--- src/rtl/spi_master_txn.sv ---
`default_nettype none
// +--------------------------------------------------------------------------+
// | spi_master_txn: SPI mode-0 master, address byte plus 0..4 data bytes.    |
// | Revision: 1.0                                                            |
// +--------------------------------------------------------------------------+
module spi_master_txn #(
  parameter int CLK_DIV  = 4,
  parameter int CS_SETUP = 4,
  parameter int BYTE_GAP = 4,
  parameter int CS_HOLD  = 4,
  parameter int CS_IDLE  = 4
) (
  input  logic        clk,
  input  logic        reset,
  input  logic        start,
  input  logic        cmd_wr,
  input  logic [1:0]  cmd_addr,
  input  logic [2:0]  byte_cnt,
  input  logic [31:0] wdata,
  output logic [31:0] rdata,
  output logic        busy,
  output logic        done,
  output logic        SCLK,
  output logic        MOSI,
  input  logic        MISO,
  output logic        SS
);

  localparam int c_M1  = (CLK_DIV > CS_SETUP) ? CLK_DIV : CS_SETUP;
  localparam int c_M2  = (BYTE_GAP > CS_HOLD) ? BYTE_GAP : CS_HOLD;
  localparam int c_M3  = (c_M1 > c_M2) ? c_M1 : c_M2;
  localparam int c_MAX = (c_M3 > CS_IDLE) ? c_M3 : CS_IDLE;
  localparam int c_CW  = (c_MAX > 2) ? $clog2(c_MAX) : 1;

  localparam logic [c_CW-1:0] c_DIV_LAST   = c_CW'(CLK_DIV - 1);
  localparam logic [c_CW-1:0] c_SETUP_LAST = c_CW'(CS_SETUP - 1);
  localparam logic [c_CW-1:0] c_GAP_LAST   = c_CW'(BYTE_GAP - 1);
  localparam logic [c_CW-1:0] c_HOLD_LAST  = c_CW'(CS_HOLD - 1);
  localparam logic [c_CW-1:0] c_IDLE_LAST  = c_CW'(CS_IDLE - 1);

  localparam logic [2:0] c_IDLE  = 3'd0;
  localparam logic [2:0] c_SETUP = 3'd1;
  localparam logic [2:0] c_HIGH  = 3'd2;
  localparam logic [2:0] c_LOW   = 3'd3;
  localparam logic [2:0] c_GAP   = 3'd4;
  localparam logic [2:0] c_HOLD  = 3'd5;
  localparam logic [2:0] c_QUIET = 3'd6;

  logic [2:0]      r_state;
  logic [c_CW-1:0] r_cnt;
  logic [2:0]      r_bit;
  logic [2:0]      r_byte;
  logic [2:0]      r_n;
  logic            r_wr;
  logic [7:0]      r_tx;
  logic [31:0]     r_wbuf;
  logic [7:0]      r_rx;
  logic [31:0]     r_rbuf;

  logic [2:0] w_n;
  logic [7:0] w_rx_next;
  logic [1:0] w_slot;

  assign w_n       = (byte_cnt > 3'd4) ? 3'd4 : byte_cnt;
  assign w_rx_next = {r_rx[6:0], MISO};
  // Data byte k is byte counter value k+1; byte 4 wraps onto slot 3.
  assign w_slot    = r_byte[1:0] - 2'd1;

  always_ff @(posedge clk) begin
    if (!reset) begin
      r_state <= c_IDLE;
      r_cnt   <= '0;
      r_bit   <= '0;
      r_byte  <= '0;
      r_n     <= '0;
      r_wr    <= 1'b0;
      r_tx    <= '0;
      r_wbuf  <= '0;
      r_rx    <= '0;
      r_rbuf  <= '0;
      rdata   <= '0;
      busy    <= 1'b0;
      done    <= 1'b0;
      SCLK    <= 1'b0;
      MOSI    <= 1'b0;
      SS      <= 1'b1;
    end else begin
      done  <= 1'b0;
      r_cnt <= r_cnt + c_CW'(1);
      case (r_state)
        c_IDLE: begin
          r_cnt <= '0;
          if (start) begin
            r_state <= c_SETUP;
            busy    <= 1'b1;
            SS      <= 1'b0;
            MOSI    <= cmd_wr;
            r_wr    <= cmd_wr;
            r_n     <= w_n;
            r_tx    <= {cmd_wr, 5'b00000, cmd_addr};
            r_wbuf  <= cmd_wr ? wdata : 32'h0;
            r_bit   <= '0;
            r_byte  <= '0;
            r_rbuf  <= '0;
          end
        end
        c_SETUP: begin
          if (r_cnt == c_SETUP_LAST) begin
            r_state <= c_HIGH;
            SCLK    <= 1'b1;
            r_cnt   <= '0;
          end
        end
        c_HIGH: begin
          // MISO is taken late in the high phase; MOSI advances on the falling edge.
          if (r_cnt == c_DIV_LAST) begin
            r_state <= c_LOW;
            SCLK    <= 1'b0;
            r_cnt   <= '0;
            r_rx    <= w_rx_next;
            r_bit   <= r_bit + 3'd1;
            if (r_bit == 3'd7) begin
              if (r_byte != 3'd0) r_rbuf[{w_slot, 3'b000} +: 8] <= w_rx_next;
              r_byte <= r_byte + 3'd1;
              r_tx   <= r_wbuf[7:0];
              r_wbuf <= {8'h00, r_wbuf[31:8]};
              MOSI   <= (r_byte < r_n) & r_wbuf[7];
            end else begin
              r_tx <= {r_tx[6:0], 1'b0};
              MOSI <= r_tx[6];
            end
          end
        end
        c_LOW: begin
          if (r_cnt == c_DIV_LAST) begin
            r_cnt <= '0;
            if (r_bit != 3'd0) begin
              r_state <= c_HIGH;
              SCLK    <= 1'b1;
            end else if (r_byte <= r_n) begin
              r_state <= c_GAP;
            end else begin
              r_state <= c_HOLD;
            end
          end
        end
        c_GAP: begin
          if (r_cnt == c_GAP_LAST) begin
            r_state <= c_HIGH;
            SCLK    <= 1'b1;
            r_cnt   <= '0;
          end
        end
        c_HOLD: begin
          if (r_cnt == c_HOLD_LAST) begin
            r_state <= c_QUIET;
            SS      <= 1'b1;
            done    <= 1'b1;
            MOSI    <= 1'b0;
            r_cnt   <= '0;
            if (!r_wr && (r_n != 3'd0)) rdata <= r_rbuf;
          end
        end
        c_QUIET: begin
          if (r_cnt == c_IDLE_LAST) begin
            r_state <= c_IDLE;
            busy    <= 1'b0;
            r_cnt   <= '0;
          end
        end
        default: r_state <= c_IDLE;
      endcase
    end
  end

endmodule
`default_nettype wire

--- config.mk ---
export PLATFORM = sky130hd
export DESIGN_NAME = spi_master_txn
export DESIGN_NICKNAME = d
export VERILOG_FILES = /design/src/rtl/spi_master_txn.sv
export SDC_FILE = /design/constraint.sdc
export NUM_CORES = 1
export LEC_CHECK = 0
export BUFFER_PORTS_ARGS = -buffer_cell sky130_fd_sc_hd__buf_2
export CAP_MARGIN = 20
export CORE_MARGIN = 4
export CORE_UTILIZATION = 40
export DETAILED_ROUTE_END_ITERATION = 6
export HOLD_SLACK_MARGIN = 0.02
export PLACE_DENSITY = 0.66
export RECOVER_POWER = 50
export SETUP_SLACK_MARGIN = 0.02
export SLEW_MARGIN = 5
export SYNTH_ARGS = -nofsm -noshare
export SYNTH_HDL_FRONTEND = slang
export SYNTH_SLANG_ARGS = --single-unit
--- constraint.sdc ---
create_clock -name clk -period 2.1 [get_ports clk]
set_input_delay 0.42 -clock clk [delete_from_list [all_inputs] [get_ports clk]]
set_output_delay 0.42 -clock clk [all_outputs]
set_load 0.005 [all_outputs]
==> run_results.csv, run 1 <==
group,metric,value,unit
worst_setup_path,ff2ff_setup_slack,0.16,ns
power_and_ir_drop,intPower,4.49,mW
worst_setup_path,cp_max_fo,8,
floorplan,core_area,13300,µm²
worst_setup_path,start_kind,"flip-flop",
sta,worstMarginPinSlew,0.610,ns
sta,finClkSkew,0.00603,ns
sta,hold_viol,0,
synth,syn_inst,662,
clock_network,clkTransAtPathRegs,0.06,ns
cells_and_area,mostFrequentLayoutCell,"nand2_1",
clock_network,ctsHtreeMaxLevel,4,
place,placedCellCount,885,
sta,max_freq,516,MHz
hold_path,min_to,"r_wbuf[26]$_SDFFE_PN0P_",
worst_setup_path,reg2reg_depth,6,
sta,finalSetupViolations,0,
clock_network,cts_hold_buf,0,
cells_and_area,finalNonFillerCells,917,
synth,ys.flop_type,"dfxtp_1",
global_route,antenna_found_initial,0,
cells_and_area,layout-drive-gt1-share,0.175,
drt,via_per_inst,5.38,
clock_network,clock_latency,0.42,ns
cells_and_area,final_cell_mix,"nand2_1 (146), dfxtp_1 (130), a21oi_1 (61)",
global_route,grt_pass1_vias,4761,
synth,synth_warnings,0,
worst_setup_path,crit_path_end_kind,"flip-flop",
drt,wirelength,13500,µm
power_and_ir_drop,p_clk_frac,0.504,
floorplan,die_h,125,µm
sta,rsz0062_at_grt,"false",
hold_path,hold_class,"primary input to flip-flop",
worst_setup_path,worstPathRequired,2.46,ns
floorplan,dieArea,15600,µm²
drt,wire_per_inst,14.7,µm
power_and_ir_drop,p_leak,2.44,nW
synth,synth_cell_types,47,
cells_and_area,finalNetCount,782,
floorplan,die_w,125,µm
worst_setup_path,reg2reg_to,"r_rbuf[10]$_SDFFE_PN0P_",
power_and_ir_drop,pwr-share-seq,0.439,
cells_and_area,areaGrowthSynthToFinish,21.8,%
sta,finalCritPeriodShare,0.923,
power_and_ir_drop,swShare,0.228,
worst_setup_path,r2r_start,"r_byte[1]$_SDFFE_PN0P_",
floorplan,start_util,0.411,
sta,relSlewSlack,0.592,
synth,syn_avg_cell_area,8.28,µm²
floorplan,io_pins,79,
clock_network,clock-sinks,130,
power_and_ir_drop,power,5.81,mW
synth,synthesis.area,5480,µm²
clock_network,clk_path_buf_depth,2,
drt,dr.pass1.iters,5,
synth,ys_ff_latch,130,
drt,final_antenna_net_count,0,
power_and_ir_drop,power_density,871,nW/µm²
sta,hold_slack,0.239,ns
synth,synth_edf_count,0,
clock_network,cts_tree,"done",
global_route,grt_usage,0.173,
drt,drc,0,
worst_setup_path,setup.worst_path.class,"flip-flop to flip-flop",
power_and_ir_drop,pwr-share-comb,0.056,
clock_network,root_buffer,"clkbuf_16",
floorplan,num_rows,42,
sta,fin_setup_tns,0,ns
hold_path,hp-start,"wdata[26]",
sta,period_needed,1.94,ns
place,io_buffers,78,
place,hpwl,9320,µm
power_and_ir_drop,power.switching,1.32,mW
synth,yosysSeqAreaShare,0.475,
clock_network,cts-buffers-inserted,17,
hold_path,hold_depth,3,
power_and_ir_drop,peakVddDrop,0.495,mV
status,outcome,"finished, final reports clean",
sta,slew_violations,0,
cells_and_area,fillerInstances,1287,
cells_and_area,diodes,0,
clock_network,post_cts_buffers,0,
global_route,globalRouteOverflowTotal,0,
place,gp_congestion,0.865,
global_route,grt_max_degree,63,
worst_setup_path,critical_path_arrival,2.30,ns
job,max_cap_viol_count,0,
drt,num_vias,4931,
global_route,grt_pass1_wl,22400,µm
synth,async_flop_share,0,
synth,synth_fp_nets,716,
drt,drtIter0Drc,509,
## per-layer routing
metal,share of wire,global-route usage,wire (µm)
met4,0.022,0.0765,296
met1,0.43,0.208,5850
met3,0.064,0.0495,867
met2,0.48,0.289,6470
met5,0,0,0
## worst max-delay path: stages (launching register included)
cell and delay, ns:
dfxtp_1 0.40, inv_1 0.10, ha_1 0.35, nand2_1 0.06
or4_1 0.57, nor4_1 0.26, a31o_1 0.14
## stage by stage
stage	instance area (µm²)	worst slack (ns)	util
3_3_place_gp	6120	0.247	0.458
2_1_floorplan	5480	0.219	-
4_1_cts	6720	0.126	0.503
3_5_place_dp	6120	0.148	0.458
5_1_grt	6680	0.0202	0.500
6_report	6680	0.162	0.500
## kinds of logic (layout without fill, tap and decap cells)
kind of cell	after synthesis	count (layout)	synth area share
AND/OR/NAND/NOR	281	281	0.225
AO/OA/AOI/OAI	158	158	0.196
flip-flops	130	130	0.475
buffers and inverters	66	145	0.0486
multiplexers	15	15	0.0285
adder cells (fa/ha/maj)	12	12	0.0274
## registers in the layout (all words and copies together) (netlist names)
register / cells
MOSI: 1
SCLK: 1
SS: 1
busy: 1
done: 1
r_bit: 3
r_byte: 3
r_cnt: 2
r_n: 3
r_rbuf: 32
r_rx: 7
r_state: 3
r_tx: 7
r_wbuf: 32
r_wr: 1
rdata: 32
## area by class of cell
class	instances	area, µm²	area share
multi-input cells	466	2630	0.394
flip-flops and latches	130	2600	0.390
repair buffers	105	592	0.0887
clock buffers	20	467	0.0699
well taps	176	220	0.0330
clock inverters	12	131	0.0197
inverters	8	30.0	0.00450
## repair_timing
action | in CTS | in global routing
gates resized for setup | 0 | 1
endpoints found under the setup margin | 0 | 1
hold endpoints to repair | 0 | 0
## worst max path at each step
stage | from | endpoint | slack (ns)
after CTS | r_bit[1]$_SDFFE_PN0P_ | r_rbuf[8]$_SDFFE_PN0P_ | 0.13
after global routing | r_byte[1]$_SDFFE_PN0P_ | r_rbuf[10]$_SDFFE_PN0P_ | 0.02
final | r_byte[1]$_SDFFE_PN0P_ | r_rbuf[10]$_SDFFE_PN0P_ | 0.16
after global placement | r_bit[1]$_SDFFE_PN0P_ | r_rbuf[8]$_SDFFE_PN0P_ | 0.25
after detailed placement | r_bit[1]$_SDFFE_PN0P_ | r_rbuf[8]$_SDFFE_PN0P_ | 0.15
after floorplan | r_bit[1]$_SDFFE_PN0P_ | r_rbuf[0]$_SDFFE_PN0P_ | 0.22
## Yosys cell counts, drive strengths merged (2+ instances only)
master  count  area [µm²]
nand2     146         548
dfxtp     130        2600
a21oi      63         323
nand3      48         240
nor2       47         179
clkbuf     44         165
a311oi     25         219
o211ai     17         128
o31ai      16         120
buf        14        71.3
ha         12         150
mux2i      10         100
a22oi       9        67.6
a31o        8        70.1
inv         8        30.0
nand2b      8        50.1
nor4        8        50.1
nor3        7        35.0
o21ai       6        30.0
mux2        5        56.3
a21boi      3        22.5
nand3b      3        22.5
nor3b       3        22.5
a211o       2        17.5
a31oi       2        12.5
and2        2        12.5
nand4b      2        17.5
## power groups by stage
stage	Clock [mW]	Sequential, mW	Combinational [mW]
floorplan	0	2.60	0.214
global placement	0	2.61	0.319
detailed placement	0	2.61	0.329
CTS	2.98	2.55	0.330
global route	3.09	2.56	0.364
finish	2.93	2.55	0.327
(Power assumes the default switching activity.)
==> run 2, diff against run 1 <==
Settings changed: CORE_ASPECT_RATIO set to 0.8.
==> run_results.csv, run 2 (synthesized netlist as in run 1, its figures left out) <==
group,metric,value,unit
drt,drtIter0Drc,225,
cells_and_area,top_regs,"r_rbuf: 32 flops, r_wbuf: 32 flops, rdata: 32 flops",
clock_network,clkTransAtPathRegs,0.06,ns
job,max_cap_viol_count,0,
cells_and_area,final_cell_mix,"nand2_1 (146), dfxtp_1 (130), a21oi_1 (61)",
power_and_ir_drop,swShare,0.222,
worst_setup_path,worstPathRequired,2.45,ns
status,outcome,"finished, final reports clean",
worst_setup_path,startpoint,"r_byte[0]$_SDFFE_PN0P_",
worst_setup_path,cp_max_fo,8,
sta,slew_violations,0,
floorplan,start_util,0.417,
clock_network,cts_hold_buf,0,
worst_setup_path,critical_path_arrival,2.38,ns
power_and_ir_drop,power.switching,1.34,mW
global_route,antenna_found_initial,0,
hold_path,hp-start,"wdata[27]",
worst_setup_path,crit_chain,"inv_1 > ha_1 > nand2_1 > or4_4 > nor4_1 > a31o_1",
floorplan,dieArea,15700,µm²
cells_and_area,layout-drive-gt1-share,0.164,
drt,dr.pass1.iters,4,
sta,finalCritPeriodShare,0.964,
worst_setup_path,ff2ff_setup_slack,0.08,ns
floorplan,core_area,13100,µm²
clock_network,clk_path_buf_depth,2,
sta,max_freq,494,MHz
cells_and_area,diodes,0,
cells_and_area,finalNetCount,780,
global_route,grt_usage,0.175,
clock_network,post_cts_resized,0,
drt,via_per_inst,5.40,
sta,relSlewSlack,0.581,
worst_setup_path,setup.worst_path.class,"flip-flop to flip-flop",
drt,drc,0,
place,io_buffers,78,
worst_setup_path,start_kind,"flip-flop",
sta,period_needed,2.02,ns
sta,worstMarginPinSlew,0.629,ns
floorplan,die_h,113,µm
global_route,globalRouteOverflowTotal,0,
clock_network,cts_tree,"done",
drt,num_vias,4939,
floorplan,io_pins,79,
drt,wire_per_inst,15.0,µm
power_and_ir_drop,intPower,4.70,mW
sta,finalSetupViolations,0,
worst_setup_path,r2r_start,"r_byte[0]$_SDFFE_PN0P_",
worst_setup_path,crit_path_end_kind,"flip-flop",
cells_and_area,areaGrowthSynthToFinish,22.2,%
clock_network,clock-sinks,130,
clock_network,root_buffer,"clkbuf_16",
cells_and_area,finalNonFillerCells,914,
global_route,grt_pass1_vias,4746,
power_and_ir_drop,power_density,902,nW/µm²
hold_path,hold_class,"primary input to flip-flop",
cells_and_area,mostFrequentLayoutCell,"nand2_1",
floorplan,num_rows,37,
power_and_ir_drop,p_clk_frac,0.523,
sta,finClkSkew,0.0101,ns
clock_network,cts-buffers-inserted,17,
clock_network,post_cts_buffers,0,
power_and_ir_drop,p_leak,2.42,nW
clock_network,clock_latency,0.41,ns
power_and_ir_drop,power,6.04,mW
worst_setup_path,critPathMaxStageDelay,0.49,ns
place,hpwl,9290,µm
power_and_ir_drop,pwr-share-seq,0.423,
global_route,grt_max_degree,63,
drt,final_antenna_net_count,0,
sta,hold_viol,0,
global_route,grt_pass1_wl,22800,µm
drt,wirelength,13700,µm
place,gp_congestion,0.843,
power_and_ir_drop,pwr-share-comb,0.054,
place,placedCellCount,882,
sta,rsz0062_at_grt,"true",
floorplan,die_w,139,µm
power_and_ir_drop,peakVddDrop,0.599,mV
clock_network,ctsHtreeMaxLevel,4,
cells_and_area,fillerInstances,1238,
worst_setup_path,slowest_stage,"or4_4",
run 2: cell types whose count changed in the layout (fill, tap and decap cells not counted), sizes merged:
cell,previous run,this run
clkinvlp,4,2
inv,9,10
clkbuf,43,51
bufinv,2,4
buf,82,71
run 2: layout make-up:
cell class | instances | area (µm²) | share of cell area
Clock buffer | 19 | 453 | 0.0676
Inverter | 8 | 30.0 | 0.00448
Sequential cell | 130 | 2600 | 0.388
Timing Repair Buffer | 103 | 561 | 0.0837
Tap cell | 175 | 219 | 0.0327
Multi-Input combinational cell | 466 | 2650 | 0.396
Clock inverter | 13 | 181 | 0.0271
run 2: worst paths after layout:
path                             end  cells past startpoint
max          r_rbuf[11]$_SDFFE_PN0P_                      6
min          r_wbuf[27]$_SDFFE_PN0P_                      3
max reg2reg  r_rbuf[11]$_SDFFE_PN0P_                      6
min reg2reg      r_cnt[0]$_SDFF_PN0_                      1
run 2: metrics by stage:
stage	setup slack [ns]	cell area (µm²)	TNS, ns	hold slack [ns]	util
final	0.0762	6700	0	0.249	0.510
after CTS	0.0432	6740	0	0.238	0.512
after floorplan	0.219	5480	0	0.407	-
after global placement	0.206	6100	0	0.418	0.464
after detailed placement	0.0587	6100	0	0.426	0.464
after global routing	-0.00925	6700	-0.0112	0.267	0.510
run 2: power groups by stage:
stage	clock network [mW]	logic [mW]	registers (mW)
3_3_place_gp	0	0.322	2.61
5_1_grt	3.31	0.369	2.56
3_5_place_dp	0	0.332	2.61
4_1_cts	3.20	0.334	2.55
6_report	3.16	0.328	2.55
2_1_floorplan	0	0.214	2.60
run 2: critical path, delay by kind of cell (launching register included):
family / cells / cell delay, ns
AOI/OAI and AO/OA: 1 / 0.15
adders and majority gates: 1 / 0.38
buffers and inverters: 1 / 0.17
DFF: 1 / 0.46
and+or+nand+nor: 3 / 0.82
run 2: metal layers:
metal,routed length [µm],share of wire,global-route usage
met1,6780,0.49,0.231
met2,5980,0.44,0.272
met3,800,0.058,0.0553
met4,153,0.011,0.0626
met5,0,0,0
